==> src/rtl/stopwatch_pkg.sv <==
// Shared definitions for the stopwatch timekeeping slice: FSM encoding,
// BCD digit width and the active-low seven-segment glyphs ({g,f,e,d,c,b,a}).
package stopwatch_pkg;

    localparam int DIGIT_W = 4;

    typedef enum logic [1:0] {
        IDLE  = 2'd0,
        RUN   = 2'd1,
        PAUSE = 2'd2
    } sw_state_t;

    localparam logic [6:0] SEG_BLANK = 7'b1111111;
    localparam logic [6:0] SEG_ZERO  = 7'b1000000;
    localparam logic [6:0] SEG_ONE   = 7'b1111001;
    localparam logic [6:0] SEG_TWO   = 7'b0100100;
    localparam logic [6:0] SEG_THREE = 7'b0110000;
    localparam logic [6:0] SEG_FOUR  = 7'b0011001;
    localparam logic [6:0] SEG_FIVE  = 7'b0010010;
    localparam logic [6:0] SEG_SIX   = 7'b0000010;
    localparam logic [6:0] SEG_SEVEN = 7'b1111000;
    localparam logic [6:0] SEG_EIGHT = 7'b0000000;
    localparam logic [6:0] SEG_NINE  = 7'b0010000;

endpackage

==> src/rtl/bcd_to_sseg.sv <==
// Combinational BCD to active-low seven-segment decoder; non-BCD codes blank.
module bcd_to_sseg
    import stopwatch_pkg::*;
(
    input  logic [DIGIT_W-1:0] bcd,
    output logic [6:0]         seg
);

    always_comb begin
        case (bcd)
            4'd0:    seg = SEG_ZERO;
            4'd1:    seg = SEG_ONE;
            4'd2:    seg = SEG_TWO;
            4'd3:    seg = SEG_THREE;
            4'd4:    seg = SEG_FOUR;
            4'd5:    seg = SEG_FIVE;
            4'd6:    seg = SEG_SIX;
            4'd7:    seg = SEG_SEVEN;
            4'd8:    seg = SEG_EIGHT;
            4'd9:    seg = SEG_NINE;
            default: seg = SEG_BLANK;
        endcase
    end

endmodule

==> src/rtl/stopwatch_core.sv <==
// Stopwatch counting hundredths 00.00..99.99 in BCD with start/stop and clear
// buttons; drives four decoded digits for the downstream scan multiplexer.
module stopwatch_core
    import stopwatch_pkg::*;
#(
    parameter int CLK_HZ  = 100_000_000,
    parameter int TICK_HZ = 100
) (
    input  logic       clk,
    input  logic       reset,
    input  logic       btn_start_stop,
    input  logic       btn_clear,
    output logic [6:0] seg0,
    output logic [6:0] seg1,
    output logic [6:0] seg2,
    output logic [6:0] seg3,
    output logic       running,
    output logic       overflow
);

    localparam int DIV   = CLK_HZ / TICK_HZ;
    localparam int PRE_W = (DIV > 1) ? $clog2(DIV) : 1;
    localparam logic [PRE_W-1:0] PRE_MAX = PRE_W'(DIV - 1);

    logic ss_sync1, ss_sync2, ss_sync2_d;
    logic clr_sync1, clr_sync2, clr_sync2_d;
    logic ss_edge, clr_edge;

    sw_state_t          state, state_next;
    logic [PRE_W-1:0]   prescaler, prescaler_next;
    logic [DIGIT_W-1:0] digit      [4];
    logic [DIGIT_W-1:0] digit_next [4];
    logic               tick, carry, wrap;

    assign ss_edge  = ss_sync2 & ~ss_sync2_d;
    assign clr_edge = clr_sync2 & ~clr_sync2_d;

    always_comb begin
        state_next     = state;
        prescaler_next = prescaler;
        digit_next     = digit;
        tick           = 1'b0;
        carry          = 1'b0;
        wrap           = 1'b0;

        // Prescaler only advances in RUN, so a pause keeps the partial tick.
        if (state == RUN) begin
            if (prescaler == PRE_MAX) begin
                prescaler_next = '0;
                tick           = 1'b1;
            end else begin
                prescaler_next = prescaler + 1'b1;
            end
        end

        carry = tick;
        for (int i = 0; i < 4; i++) begin
            if (carry) begin
                if (digit[i] == 4'd9) begin
                    digit_next[i] = '0;
                end else begin
                    digit_next[i] = digit[i] + 4'd1;
                    carry         = 1'b0;
                end
            end
        end
        wrap = carry;

        case (state)
            IDLE:    if (ss_edge) state_next = RUN;
            RUN:     if (ss_edge) state_next = PAUSE;
            PAUSE:   if (ss_edge) state_next = RUN;
            default: state_next = IDLE;
        endcase

        // Clear overrides everything, including a coincident tick or start edge.
        if (clr_edge) begin
            state_next     = IDLE;
            prescaler_next = '0;
            for (int i = 0; i < 4; i++) digit_next[i] = '0;
            wrap           = 1'b0;
        end
    end

    always_ff @(posedge clk or posedge reset) begin
        if (reset) begin
            ss_sync1    <= 1'b0;
            ss_sync2    <= 1'b0;
            ss_sync2_d  <= 1'b0;
            clr_sync1   <= 1'b0;
            clr_sync2   <= 1'b0;
            clr_sync2_d <= 1'b0;
            state       <= IDLE;
            prescaler   <= '0;
            for (int i = 0; i < 4; i++) digit[i] <= '0;
            running     <= 1'b0;
            overflow    <= 1'b0;
        end else begin
            ss_sync1    <= btn_start_stop;
            ss_sync2    <= ss_sync1;
            ss_sync2_d  <= ss_sync2;
            clr_sync1   <= btn_clear;
            clr_sync2   <= clr_sync1;
            clr_sync2_d <= clr_sync2;
            state       <= state_next;
            prescaler   <= prescaler_next;
            digit       <= digit_next;
            running     <= (state == RUN);
            overflow    <= wrap;
        end
    end

    bcd_to_sseg u_dec0 (.bcd(digit[0]), .seg(seg0));
    bcd_to_sseg u_dec1 (.bcd(digit[1]), .seg(seg1));
    bcd_to_sseg u_dec2 (.bcd(digit[2]), .seg(seg2));
    bcd_to_sseg u_dec3 (.bcd(digit[3]), .seg(seg3));

endmodule

==> config.mk <==
export PLATFORM = sky130hd
export DESIGN_NAME = stopwatch_core
export DESIGN_NICKNAME = d
export VERILOG_FILES = /design/src/rtl/stopwatch_pkg.sv /design/src/rtl/bcd_to_sseg.sv /design/src/rtl/stopwatch_core.sv
export SDC_FILE = /design/constraint.sdc
export NUM_CORES = 1
export LEC_CHECK = 0
export ABC_AREA = 0
export BUFFER_PORTS_ARGS = -buffer_cell sky130_fd_sc_hd__buf_2
export CAP_MARGIN = 20
export CORE_AREA = 2 2 85 108
export DETAILED_ROUTE_END_ITERATION = 8
export DIE_AREA = 0 0 87 110
export PLACE_DENSITY = 0.65
export SYNTH_ARGS = -nofsm -noshare
export SYNTH_HDL_FRONTEND = slang
export SYNTH_SLANG_ARGS = --single-unit
==> constraint.sdc <==
create_clock -name clk -period 2 [get_ports clk]
set_input_delay 0 -clock clk [delete_from_list [all_inputs] [get_ports clk]]
set_output_delay 0 -clock clk [all_outputs]
set_load 0.01 [all_outputs]
# --- Word-level counts from Yosys, hierarchy flattened ---
# Memory sizes are Yosys's and may differ from the RTL's.
# Index checks and enable logic that the tools add are counted.
classes:
  add_sub_neg: 5
  n_reduce_logical: 8
  n_mux: 27
  n_bitwise: 4
  n_eq_ne: 9
op_table:
  columns: ["operator", "count"]
  rows:
  - ["$mux W20", 3]
  - ["$mux W4", 8]
  - ["$add A20 B1 Y20 const B", 1]
  - ["$eq A20 B20 Y1 const B", 1]
  - ["$add A4 B1 Y4 const B", 4]
  - ["$eq A4 B4 Y1 const B", 4]
  - ["$mux W16", 1]
  - ["$mux W1", 11]
  - ["$reduce_bool A2 Y1", 5]
  - ["$mux W2", 3]
  - ["$pmux W2 S2", 1]
  - ["$ne A3 B1 Y1 const B", 1]
  - ["$ne A3 B3 Y1 const B", 1]
  - ["$and A1 B1 Y1", 2]
  - ["$eq A2 B1 Y1 const B", 1]
  - ["$eq A2 B2 Y1 const B", 1]
  - ["$logic_not A2 Y1", 1]
  - ["$not A1 Y1", 2]
  - ["$reduce_and A2 Y1", 1]
  - ["$reduce_or A2 Y1", 1]
word_totals:
  memories: 4
  reg_bits: 46
  rom_bits: 448
  out_inout_bits: 30
  wordCells: 71
  inputBits: 4
mem_list:
  columns: ["name", "words", "word_bits", "rd", "rd_clocked_by_memory_dff", "wr", "line", "text"]
  rows:
  - ["(no name shown)", 16, 7, 1, 0, 0, "bcd_to_sseg.sv:10", "case (bcd)"]
  - ["(no name shown)", 16, 7, 1, 0, 0, "bcd_to_sseg.sv:10", null]
  - ["(no name shown)", 16, 7, 1, 0, 0, "bcd_to_sseg.sv:10", null]
  - ["(no name shown)", 16, 7, 1, 0, 0, "bcd_to_sseg.sv:10", null]

# --- Longest topological paths before layout ---
# Gate-level depths: netlist of the first run.
depth:
  ltp_word: 8
  mapped_depth: 7
  depth_no_buf: 6

# --- By module ---
# Synthesis of the first run repeated with hierarchy kept, for this count alone.
hier_totals:
  hier_cells: 395
  hier_area_um2: 3283.1
by_module_without_submodules:
  columns: ["mod", "cells_per_inst", "instances", "area_each_um2"]
  rows:
  - ["stopwatch_core", 265, 1, 2452.4]
  - ["bcd_to_sseg (u_dec1 ...)", 33, 3, 210.2]
  - ["bcd_to_sseg (u_dec0)", 31, 1, 200.2]

# --- Worst setup path after synthesis of the first run ---
# OpenSTA, ideal clock, no wires.
synth_path:
  path_type: "register to register"
  startpoint: "reg digit[13] (netlist name)"
  endpoint: "reg digit[0] (netlist name)"
  stages_incl_launch_ff: 7
  required_ns: 1.879
  path_slack_ns: 0.204
  setup_ns: 0.121
  synth_period_minus_slack_ns: 1.796
  path_buffers: 0
  arrival_time_ns: 1.675
  cell_sequence: "dfrtp_1 > inv_1 > ha_1 > nand3b_1 > nor4_2 > nand3_1 > a22o_1"
synth_via:
  elab_chain_len: 6
synth_lines:
  columns: ["item", "line", "text"]
  rows:
  - ["from (decl)", "stopwatch_core.sv:31", "logic [DIGIT_W-1:0] digit [4];"]
  - ["from (signal assigned)", "stopwatch_core.sv:107", "digit <= digit_next;"]
  - ["$eq A4 B4 Y1", "stopwatch_core.sv:59", "if (digit[i] == 4'd9) begin"]
  - ["$mux W1", "stopwatch_core.sv:59", null]
  - ["$mux W1 (3 in series)", "stopwatch_core.sv:58", "if (carry) begin"]
  - ["$reduce_bool A2 Y1 (no source line)", null, null]
# Every way passes these cells.
# A chain may end at the register's enable or synchronous reset.

# --- Final worst setup path of the first run ---
layout_path:
  startpoint: "reg prescaler[10]"
  endpoint: "reg digit[8] (netlist name)"
layout_via:
  elab_chain_len: 5
layout_lines:
  columns: ["item", "line", "text"]
  rows:
  - ["from (decl)", "stopwatch_core.sv:30", "logic [PRE_W-1:0] prescaler, prescaler_next;"]
  - ["from (signal assigned)", "stopwatch_core.sv:106", "prescaler <= prescaler_next;"]
  - ["$eq A20 B20 Y1", "stopwatch_core.sv:48", "if (prescaler == PRE_MAX) begin"]
  - ["$mux W1", "stopwatch_core.sv:48", null]
  - ["$mux W1", "stopwatch_core.sv:47", "if (state == RUN) begin"]
  - ["$mux W1", "stopwatch_core.sv:58", null]
  - ["$reduce_bool A2 Y1 (no source line)", null, null]
# Every way passes these cells.

==> impl_metrics.tcl, run 1 <==
set metrics [dict create \
    status "completed" \
    cts_tree "yes" \
    timing.final.crit_share 0.940 \
    dp_hpwl_um 5750 \
    ir_worst_vdd_mv 0.264 \
    row_count 38 \
    drt_iter0_drc 199 \
    reg2reg_from "prescaler[10]$_DFFE_PP0P_" \
    wire_per_inst_um 14.5 \
    yosys.area.top_type "dfrtp_1" \
    io_pins 34 \
    design.core.area_mm2 0.00851 \
    synth_fp_nets 422 \
    post-cts-setup-buffers 0 \
    maxCapViolations 0 \
    switchingPower_w 0.000464 \
    finalMaxSlewViolations 0 \
    clkPwrFrac 0.334 \
    seqPwrFrac 0.567 \
    drc 0 \
    worst-setup-path-type "register to register" \
    synth_top_area_frac 0.354 \
    worst_hold_path.endpoint "ss_sync1$_DFF_PP0_" \
    nets 466 \
    start_kind "register" \
    synth_cells 397 \
    report.final.setup_viol 0 \
    grt-ovfl-total 0 \
    synth_ff_type "dfrtp_1" \
    arrival_ns 2.11 \
    synthArstFlopShare 1.00 \
    routed_wl_um 7880 \
    slew_headroom 0.512 \
    cts.sinks 46 \
    grt_pass1_wl_um 13000 \
    min_path_cells 2 \
    area_growth_pct 15.0 \
    pwr-share-comb 0.099 \
    min_period_ns 1.88 \
    yosysSeqAreaShare 0.354 \
    hold_violations 0 \
    r2r_slack_ns 0.12 \
    initial_core_util 0.382 \
    die_w_um 87 \
    insertion_delay_ns 0.31 \
    fill_cells 840 \
    worst_pin_slew_ns 0.730 \
    clk_path_buf_depth 2 \
    startpoint "prescaler[10]$_DFFE_PP0P_" \
    htree_levels 2 \
    dieArea_mm2 0.00957 \
    power.internal_w 0.00126 \
    synth.most_common_cell "nand2_1" \
    vias_per_cell 5.73 \
    synthTopCellsByCount "nand2_1 (55), dfrtp_1 (46), a21oi_1 (31), nor2_1 (30), nand3_1 (27)" \
    clockRootBuffer "clkbuf_8" \
    ys_ff_latch 46 \
    powerDensity_mw_per_mm2 462 \
    p_total_w 0.00173 \
    fp.dieH_um 110 \
    yosysWarnings 0 \
    yosysUniqueCellTypes 52 \
    io_buffer_count 33 \
    drt_first_pass_iters 4 \
    num_vias 3103 \
    hold_class "input port to register" \
    holdWs_ns 0.328 \
    syn_area_per_cell_um2 8.19 \
    final_core_util 0.439 \
    drive_gt1_frac 0.192 \
    reg2reg_to "digit[8]$_DFFE_PP0P_" \
    max_freq_mhz 532 \
    required_ns 2.23 \
    synth_area_mm2 0.00325 \
    antenna_cells 0 \
    rsz0062_at_grt "false" \
    cp_max_fo 17 \
    synthTopCellsByArea "dfrtp_1 (35%), ha_1 (8.1%), nand2_1 (6.4%)" \
    grt_usage 0.168 \
    grt_max_degree 47 \
    ant_nets 0 \
    cp-end-kind "register" \
    fin_setup_tns_ns 0 \
    synth_edf_count 0 \
    switching_share 0.269 \
    grt_pass1_vias 2811 \
    cts_made_buffers 5 \
    r2r_cells 4 \
    min-delay-start "btn_start_stop" \
    antenna_found_initial 0 \
    clock_skew_ns 0.0106 \
    clk_pin_slew_ns 0.09 \
    gp_congestion 0.902 \
    leakagePower_nw 1.69 \
]
[registers in the layout (all words and copies together) (netlist names)]
name,flops
clr_sync1,1
clr_sync2,1
clr_sync2_d,1
digit,16
overflow,1
prescaler,20
running,1
ss_sync1,1
ss_sync2,1
ss_sync2_d,1
state,2
[power groups by stage]
stage           logic, W  registers, W  clock network [W]
3_3_place_gp    0.000160      0.000995                  0
3_5_place_dp    0.000163      0.000997                  0
6_report        0.000171      0.000978           0.000578
2_1_floorplan  0.0000946      0.000994                  0
4_1_cts         0.000168      0.000978           0.000599
5_1_grt         0.000191      0.000985           0.000636
[logic make-up (layout without fill, tap and decap cells)]
family | count (synthesis) | after routing | synth area share
buffers and inverters | 44 | 89 | 0.0562
AND/OR/NAND/NOR | 192 | 192 | 0.323
AO/OA/AOI/OAI | 93 | 93 | 0.182
multiplexers | 1 | 1 | 0.00308
flip-flops | 46 | 46 | 0.354
adder cells (fa/ha/maj) | 21 | 21 | 0.0808
[stage by stage]
| stage | std cells | setup WS [ns] | area [um^2] |
|---|---|---|---|
| after floorplan | 397 | 0.204 | 3250 |
| after global placement | 530 | 0.187 | 3610 |
| after detailed placement | 530 | 0.114 | 3610 |
| after CTS | 541 | 0.0979 | 3730 |
| after global routing | 542 | 0.00744 | 3740 |
| final | 542 | 0.121 | 3740 |
[routing by layer]
layer | routed length (um) | track usage | vias up
li1 | - | - | 1527
met1 | 3430 | 0.194 | 1485
met2 | 4000 | 0.311 | 73
met3 | 238 | 0.0186 | 18
met4 | 213 | 0.0681 | 0
met5 | 0 | 0 | -
[repair_timing]
action	in CTS	in global routing
hold buffers	3	0
resized for setup	0	1
hold endpoints to repair	48	0
endpoints found under the setup margin	0	2
[worst max-delay path by stage]
stage	endpoint	slack (ns)	depth (start not counted)
after global placement	prescaler[19]$_DFFE_PP0P_	0.19	5
final	digit[8]$_DFFE_PP0P_	0.12	4
after detailed placement	prescaler[18]$_DFFE_PP0P_	0.11	5
after floorplan	digit[0]$_DFFE_PP0P_	0.20	6
after CTS	prescaler[16]$_DFFE_PP0P_	0.1	5
after global routing	digit[3]$_DFFE_PP0P_	0.007	6
[layout by cell type, fill, tap and decap left out, types with 3 or more instances in the layout]
cell,synthesis,routed
nand2_1,55,55
dfrtp_1,46,46
buf_2,5,33
a21oi_1,31,31
nor2_1,30,30
nand3_1,27,27
o21ai_0,25,25
buf_4,1,24
ha_1,21,21
inv_1,21,20
nand4_1,16,16
or3_1,8,8
o211ai_1,8,8
nor3_1,7,7
and3_1,7,6
o31ai_1,6,6
nand2b_1,5,5
and2_1,5,5
clkbuf_8,0,5
or4_1,4,4
or2_2,4,4
and4_1,3,3
a31oi_1,3,3
a32o_1,3,3
a31o_2,3,3
and3b_1,3,3
nand3b_1,3,3
o221a_2,3,3
dlygate4sd3_1,0,3
[critical path, cell delays in order, from the launching register on]
cell     delay (ns)
dfrtp_1        0.49
nor4b_4        0.33
nand4_4        0.28
or4_1          0.56
a21oi_1        0.15
[final cells by class]
class,count,area (um^2),area share
inverter,21,78.8,0.0211
tap,100,125,0.0335
sequential,46,1150,0.308
clock buffer,5,68.8,0.0184
clock inverter,3,21.3,0.00569
timing repair buffer,60,375,0.100
multi-input combinational,307,1920,0.513
Power figures use the tool's default switching activity.
==> run 2: changes to the inputs <==
ABC_AREA = 1   (was 0)
CORE_AREA = 2 2 84 107   (was 2 2 85 108)
DIE_AREA = 0 0 86 109   (was 0 0 87 110)
SETUP_SLACK_MARGIN = 0.3   (was unset)
==> run 2 against run 1 <==
Effect of this change: register-to-register slack gained 0.26 ns; critical path depth grew 5; combinational power grew to 4.2 times the previous value; critical endpoint is now digit[2]$_DFFE_PP0P_.
==> impl_metrics.tcl, run 2 <==
set metrics [dict create \
    rsz0062_at_grt "true" \
    pwr-share-comb 0.285 \
    status "completed" \
    max_freq_mhz 616 \
    die_w_um 86 \
    critPathMaxStageDelay_ns 0.42 \
    clock_skew_ns 0.00439 \
    synthTopCellsByCount "nand2_1 (83), inv_1 (49), o21ai_0 (49), dfrtp_1 (46), nor2_1 (32)" \
    clk_pin_slew_ns 0.09 \
    grt_pass1_wl_um 11800 \
    switching_share 0.342 \
    antenna_found_initial 0 \
    leakagePower_nw 1.79 \
    dp_hpwl_um 5170 \
    io_buffer_count 33 \
    ir_worst_vdd_mv 0.330 \
    required_ns 2.20 \
    cp_max_fo 8 \
    drt_first_pass_iters 4 \
    fp.dieH_um 109 \
    synth_edf_count 0 \
    worst-setup-path-type "register to register" \
    path_cells "inv_1 > nor2_1 > nand2_1 > nor2_1 > nand4_1 > nand2_4 > nand4_2 > nand2_1 > nand2_1" \
    yosysWarnings 0 \
    grt_max_degree 47 \
    cts.sinks 46 \
    initial_core_util 0.380 \
    grt_usage 0.152 \
    final_common_cell "nand2_1" \
    clk_path_buf_depth 2 \
    num_vias 2819 \
    regArea_mm2 0.00116 \
    min_period_ns 1.62 \
    startpoint "prescaler[14]$_DFFE_PP0P_" \
    row_count 38 \
    seqPwrFrac 0.431 \
    yosysSeqAreaShare 0.360 \
    hold_violations 0 \
    dieArea_mm2 0.00937 \
    slowest_stage "dfrtp_1" \
    clockRootBuffer "clkbuf_8" \
    cp_top_family "simple AND/OR/NAND/NOR gates" \
    nets 492 \
    power.internal_w 0.00167 \
    synth_fp_nets 447 \
    antenna_cells 0 \
    routed_wl_um 7030 \
    worst_pin_slew_ns 0.475 \
    report.final.setup_viol 0 \
    fill_cells 857 \
    insertion_delay_ns 0.30 \
    crit_top_cell "nand2_1" \
    fin_setup_tns_ns 0 \
    reg2reg_from "prescaler[14]$_DFFE_PP0P_" \
    finalMaxSlewViolations 0 \
    cp-end-kind "register" \
    wire_per_inst_um 12.4 \
    powerDensity_mw_per_mm2 677 \
    gp_congestion 0.811 \
    regMostFlops "prescaler" \
    drc 0 \
    synth_ff_type "dfrtp_1" \
    multi_input_area_mm2 0.00180 \
    synthTopCellsByArea "dfrtp_1 (36%), nand2_1 (9.7%), ha_1 (8.2%)" \
    maxCapViolations 0 \
    synth_area_mm2 0.00320 \
    clkPwrFrac 0.284 \
    cts_tree "yes" \
    slew_headroom 0.680 \
    io_pins 34 \
    htree_levels 2 \
    placed_area_mm2 0.00346 \
    arrival_ns 1.82 \
    largest_reg_flops 20 \
    synthArstFlopShare 1.00 \
    synth_top_area_frac 0.360 \
    hold_class "input port to asynchronous set/reset pin" \
    final_cell_mix "nand2_1 (81), o21ai_0 (45), inv_1 (44), dfrtp_1 (38), buf_2 (33)" \
    vias_per_cell 4.96 \
    synth.most_common_cell "nand2_1" \
    top_regs "prescaler x20, digit x16, state x2" \
    start_kind "register" \
    yosys.area.top_type "dfrtp_1" \
    switchingPower_w 0.000867 \
    cp_num_buf_inv 1 \
    ys_ff_latch 46 \
    drt_iter0_drc 106 \
    drive_gt1_frac 0.252 \
    grt-ovfl-total 0 \
    syn_area_per_cell_um2 7.57 \
    ant_nets 0 \
    design_area_mm2 0.00375 \
    synth_cells 422 \
    cts_made_buffers 5 \
    design.core.area_mm2 0.00842 \
    grt_pass1_vias 2673 \
    timing.final.crit_share 0.811 \
    yosysUniqueCellTypes 37 \
    area_growth_pct 17.2 \
]
run 2: changes by cell type after synthesis, sizes merged, moves of 8 or more:
cell	before	now
inv	21	60
nand2	55	91
clkbuf	15	3
o211ai	8	0
nor2	31	44
a21oi	31	16
o21ai	25	57
xor2	0	11
run 2: metrics by stage:
step | power [W] | hold slack (ns) | worst slack (ns) | utilization | instances
global route | 0.00270 | 0.314 | 0.243 | 0.445 | 568
finish | 0.00253 | 0.261 | 0.377 | 0.445 | 568
detailed placement | 0.00177 | 0.0555 | 0.258 | 0.411 | 548
CTS | 0.00249 | 0.261 | 0.299 | 0.429 | 559
global placement | 0.00175 | 0.0579 | 0.301 | 0.411 | 548
floorplan | 0.00154 | 0.0314 | 0.535 | - | 422
run 2: cell families after synthesis:
kind of cell,count (synthesis),synth area share
and+or+nand+nor,189,0.291
AOI/OAI and AO/OA,81,0.139
buffers and inverters,73,0.0948
DFF,46,0.360
adders and majority gates,21,0.0822
xor gates and xnor gates,12,0.0329
run 2: layout make-up:
class / instances / area share
Clock inverter: 3 / 0.0117
Tap cell: 100 / 0.0334
Timing Repair inverter: 2 / 0.00334
Sequential cell: 46 / 0.310
Inverter: 63 / 0.0661
Multi-Input combinational cell: 303 / 0.481
Clock buffer: 5 / 0.0184
Timing Repair Buffer: 46 / 0.0765
run 2: per-layer routing:
layer / vias up / routed length (um) / GRT usage
met5: - / 0 / 0
li1: 1461 / - / -
met2: 31 / 3780 / 0.291
met3: 6 / 143 / 0.0242
met4: 0 / 72 / 0.0385
met1: 1321 / 3030 / 0.174
run 2: timing repair:
action,4_1_cts,5_1_grt
gates cloned,0,2
gates resized for setup,2,30
pin swaps,0,2
endpoints found under the setup margin,12,45
setup buffers,0,7
hold buffers,3,0
hold endpoints to repair,48,0
run 2: tightest hold or removal path: stages:
cell and delay (ns):
dlygate4sd3_1 0.52, buf_2 0.12, inv_2 0.06, buf_12 0.25
run 2: power groups by stage:
stage / Combinational (W) / Clock (W) / Sequential (W)
floorplan: 0.000474 / 0 / 0.00107
CTS: 0.000670 / 0.000735 / 0.00109
detailed placement: 0.000658 / 0 / 0.00111
global placement: 0.000648 / 0 / 0.00110
global route: 0.000822 / 0.000768 / 0.00111
finish: 0.000722 / 0.000719 / 0.00109
run 2: worst paths after layout:
path	endpoint	slack [ns]	depth (start not counted)
max	digit[2]$_DFFE_PP0P_	0.38	9
min	prescaler[1]$_DFFE_PP0P_	0.26	4
max reg2reg	digit[2]$_DFFE_PP0P_	0.38	9
min reg2reg	ss_sync2$_DFF_PP0_	0.38	0
max in group asynchronous	digit[8]$_DFFE_PP0P_	1.51	4
min in group clk	clr_sync1$_DFF_PP0_	0.33	2
==> run 3: changes to the inputs <==
ABC_AREA = 0   (was 1)
CORE_AREA = 2 2 85 108   (was 2 2 84 107)
DIE_AREA = 0 0 87 110   (was 0 0 86 109)
PLACE_DENSITY = 0.67   (was 0.65)
clock period = 1.35 ns   (was 2 ns; I/O delays follow)
==> run 3 against run 2 <==
Effect of this change: the flow now finishes with violations (negative setup slack); sequential power increased by 34%; wire length increased by 65%; core utilization increased by 22 points; clock-buffer cell count increased by 2; clock power increased by 25%; global-route usage increased by 6.8 points; fmax decreased by 7.8%; clock skew increased by 0.0088 ns; critical path type unchanged; largest power group unchanged.
==> impl_metrics.tcl, run 3 (synthesis gave the netlist of run 1 again) <==
set metrics [dict create \
    grt_usage 0.221 \
    worst-setup-path-type "register to register" \
    clk_pin_slew_ns 0.09 \
    worst_pin_slew_ns 0.349 \
    path_cells "nor4b_4 > buf_4 > nand4_4 > or4_4 > a21oi_2" \
    dp_hpwl_um 6940 \
    fp.dieH_um 110 \
    drt_first_pass_iters 6 \
    row_count 38 \
    initial_core_util 0.382 \
    nets 589 \
    htree_levels 2 \
    slowest_stage "or4_4" \
    final_common_cell "buf_4" \
    finalMaxSlewViolations 0 \
    final_core_util 0.670 \
    leakagePower_nw 2.60 \
    design.core.area_mm2 0.00851 \
    dieArea_mm2 0.00957 \
    required_ns 1.60 \
    die_w_um 87 \
    grt_max_degree 47 \
    cp-end-kind "register" \
    fill_cells 594 \
    cp_top_family "simple AND/OR/NAND/NOR gates" \
    area_growth_pct 75.4 \
    clk_path_buf_depth 2 \
    fin_cells 665 \
    timing.final.crit_share 1.30 \
    final_cell_mix "buf_4 (94), buf_6 (52), dfrtp_1 (40), nand2_1 (39), buf_2 (31)" \
    cts_made_buffers 5 \
    finalWorstSetupSlack_ns -0.410 \
    regMostFlops "prescaler" \
    design_area_mm2 0.00570 \
    placed_area_mm2 0.00443 \
    drive_gt1_frac 0.593 \
    powerDensity_mw_per_mm2 510 \
    maxCapViolations 0 \
    io_pins 34 \
    report.final.setup_viol 63 \
    max_freq_mhz 568 \
    wire_per_inst_um 17.4 \
    cp_max_fo 5 \
    antenna_found_initial 0 \
    slew_headroom 0.767 \
    vias_per_cell 5.85 \
    antenna_cells 0 \
    io_buffer_count 33 \
    top_regs "prescaler x20, digit x16, state x2" \
    largest_reg_flops 20 \
    start_kind "register" \
    ant_nets 0 \
    cts.sinks 46 \
    min_period_ns 1.76 \
    arrival_ns 2.01 \
    hold_violations 0 \
    status "finished with violations" \
    drc 0 \
    grt_pass1_wl_um 16900 \
    grt_pass1_vias 3578 \
    clockRootBuffer "clkbuf_8" \
    gp_congestion 0.896 \
    placed_cells 604 \
    cp_num_buf_inv 1 \
    routed_wl_um 11600 \
    drt_iter0_drc 329 \
    fin_setup_tns_ns -15.96 \
    hold_class "input port to asynchronous set/reset pin" \
    ir_worst_vdd_mv 0.410 \
    cts_tree "yes" \
    num_vias 3887 \
    grt-ovfl-total 0 \
    insertion_delay_ns 0.31 \
    rsz0062_at_grt "true" \
    critPathMaxStageDelay_ns 0.52 \
    clock_skew_ns 0.0132 \
    violations "negative setup slack" \
]
==> run 3: cell types whose count changed in the layout (fill, tap and decap cells not counted), moves of 17 or more <==
cell / previous run / this run
ha_4: 0 / 17
nand2_1: 81 / 39
buf_4: 8 / 94
o21ai_0: 45 / 2
inv_1: 44 / 6
buf_6: 1 / 52
==> run 3: per-layer routing <==
layer,GRT usage,share of wire
met5,0,0
met4,0.0692,0.032
met3,0.0261,0.041
met2,0.418,0.54
met1,0.257,0.39
==> run 3: area by class of cell <==
type,instances,area (um^2),share of cell area
Multi-Input combinational cell,308,2710,0.475
Timing Repair Buffer,182,1510,0.265
Sequential cell,46,1160,0.203
Tap cell,100,125,0.0219
Inverter,21,105,0.0184
Clock buffer,7,86.3,0.0151
Clock inverter,1,5.00,0.000878
==> run 3: worst register-to-register path, cell delays in order (launching register included) <==
cell,delay [ns]
dfrtp_1,0.42
nor4b_4,0.31
buf_4,0.19
nand4_4,0.14
or4_4,0.52
a21oi_2,0.12
==> run 3: where the power goes <==
part	switching (W)	internal, W
logic	0.000267	0.000284
registers	0.0000438	0.00142
clock network	0.000484	0.000414
total	0.000794	0.00212
==> run 3: final timing paths <==
path / from / endpoint / slack (ns) / cells after the start
min in group clk: btn_start_stop / ss_sync1$_DFF_PP0_ / 0.33 / 2
setup / recovery: prescaler[11]$_DFFE_PP0P_ / digit[8]$_DFFE_PP0P_ / -0.41 / 5
max in group asynchronous: reset / digit[12]$_DFFE_PP0P_ / 0.82 / 4
setup reg to reg: prescaler[11]$_DFFE_PP0P_ / digit[8]$_DFFE_PP0P_ / -0.41 / 5
hold / removal: reset / prescaler[17]$_DFFE_PP0P_ / 0.29 / 4
hold reg to reg: clr_sync1$_DFF_PP0_ / clr_sync2$_DFF_PP0_ / 0.35 / 0
==> run 3: per-stage QoR <==
step                      total power, W  setup WS, ns  hold slack [ns]
after CTS                        0.00279        -0.376            0.293
after floorplan                  0.00165        -0.303           0.0168
after global routing             0.00304        -0.452            0.316
final                            0.00291        -0.410            0.290
after global placement           0.00182        -0.335           0.0777
after detailed placement         0.00183        -0.380           0.0810
==> run 3: what timing repair did <==
| action | CTS | global route |
|---|---|---|
| pin swaps | 52 | 50 |
| setup buffers | 27 | 22 |
| hold endpoints to repair | 48 | 0 |
| setup endpoints to repair | 67 | 67 |
| hold buffers | 3 | 0 |
| gates resized for setup | 116 | 76 |
| gates cloned | 1 | 0 |
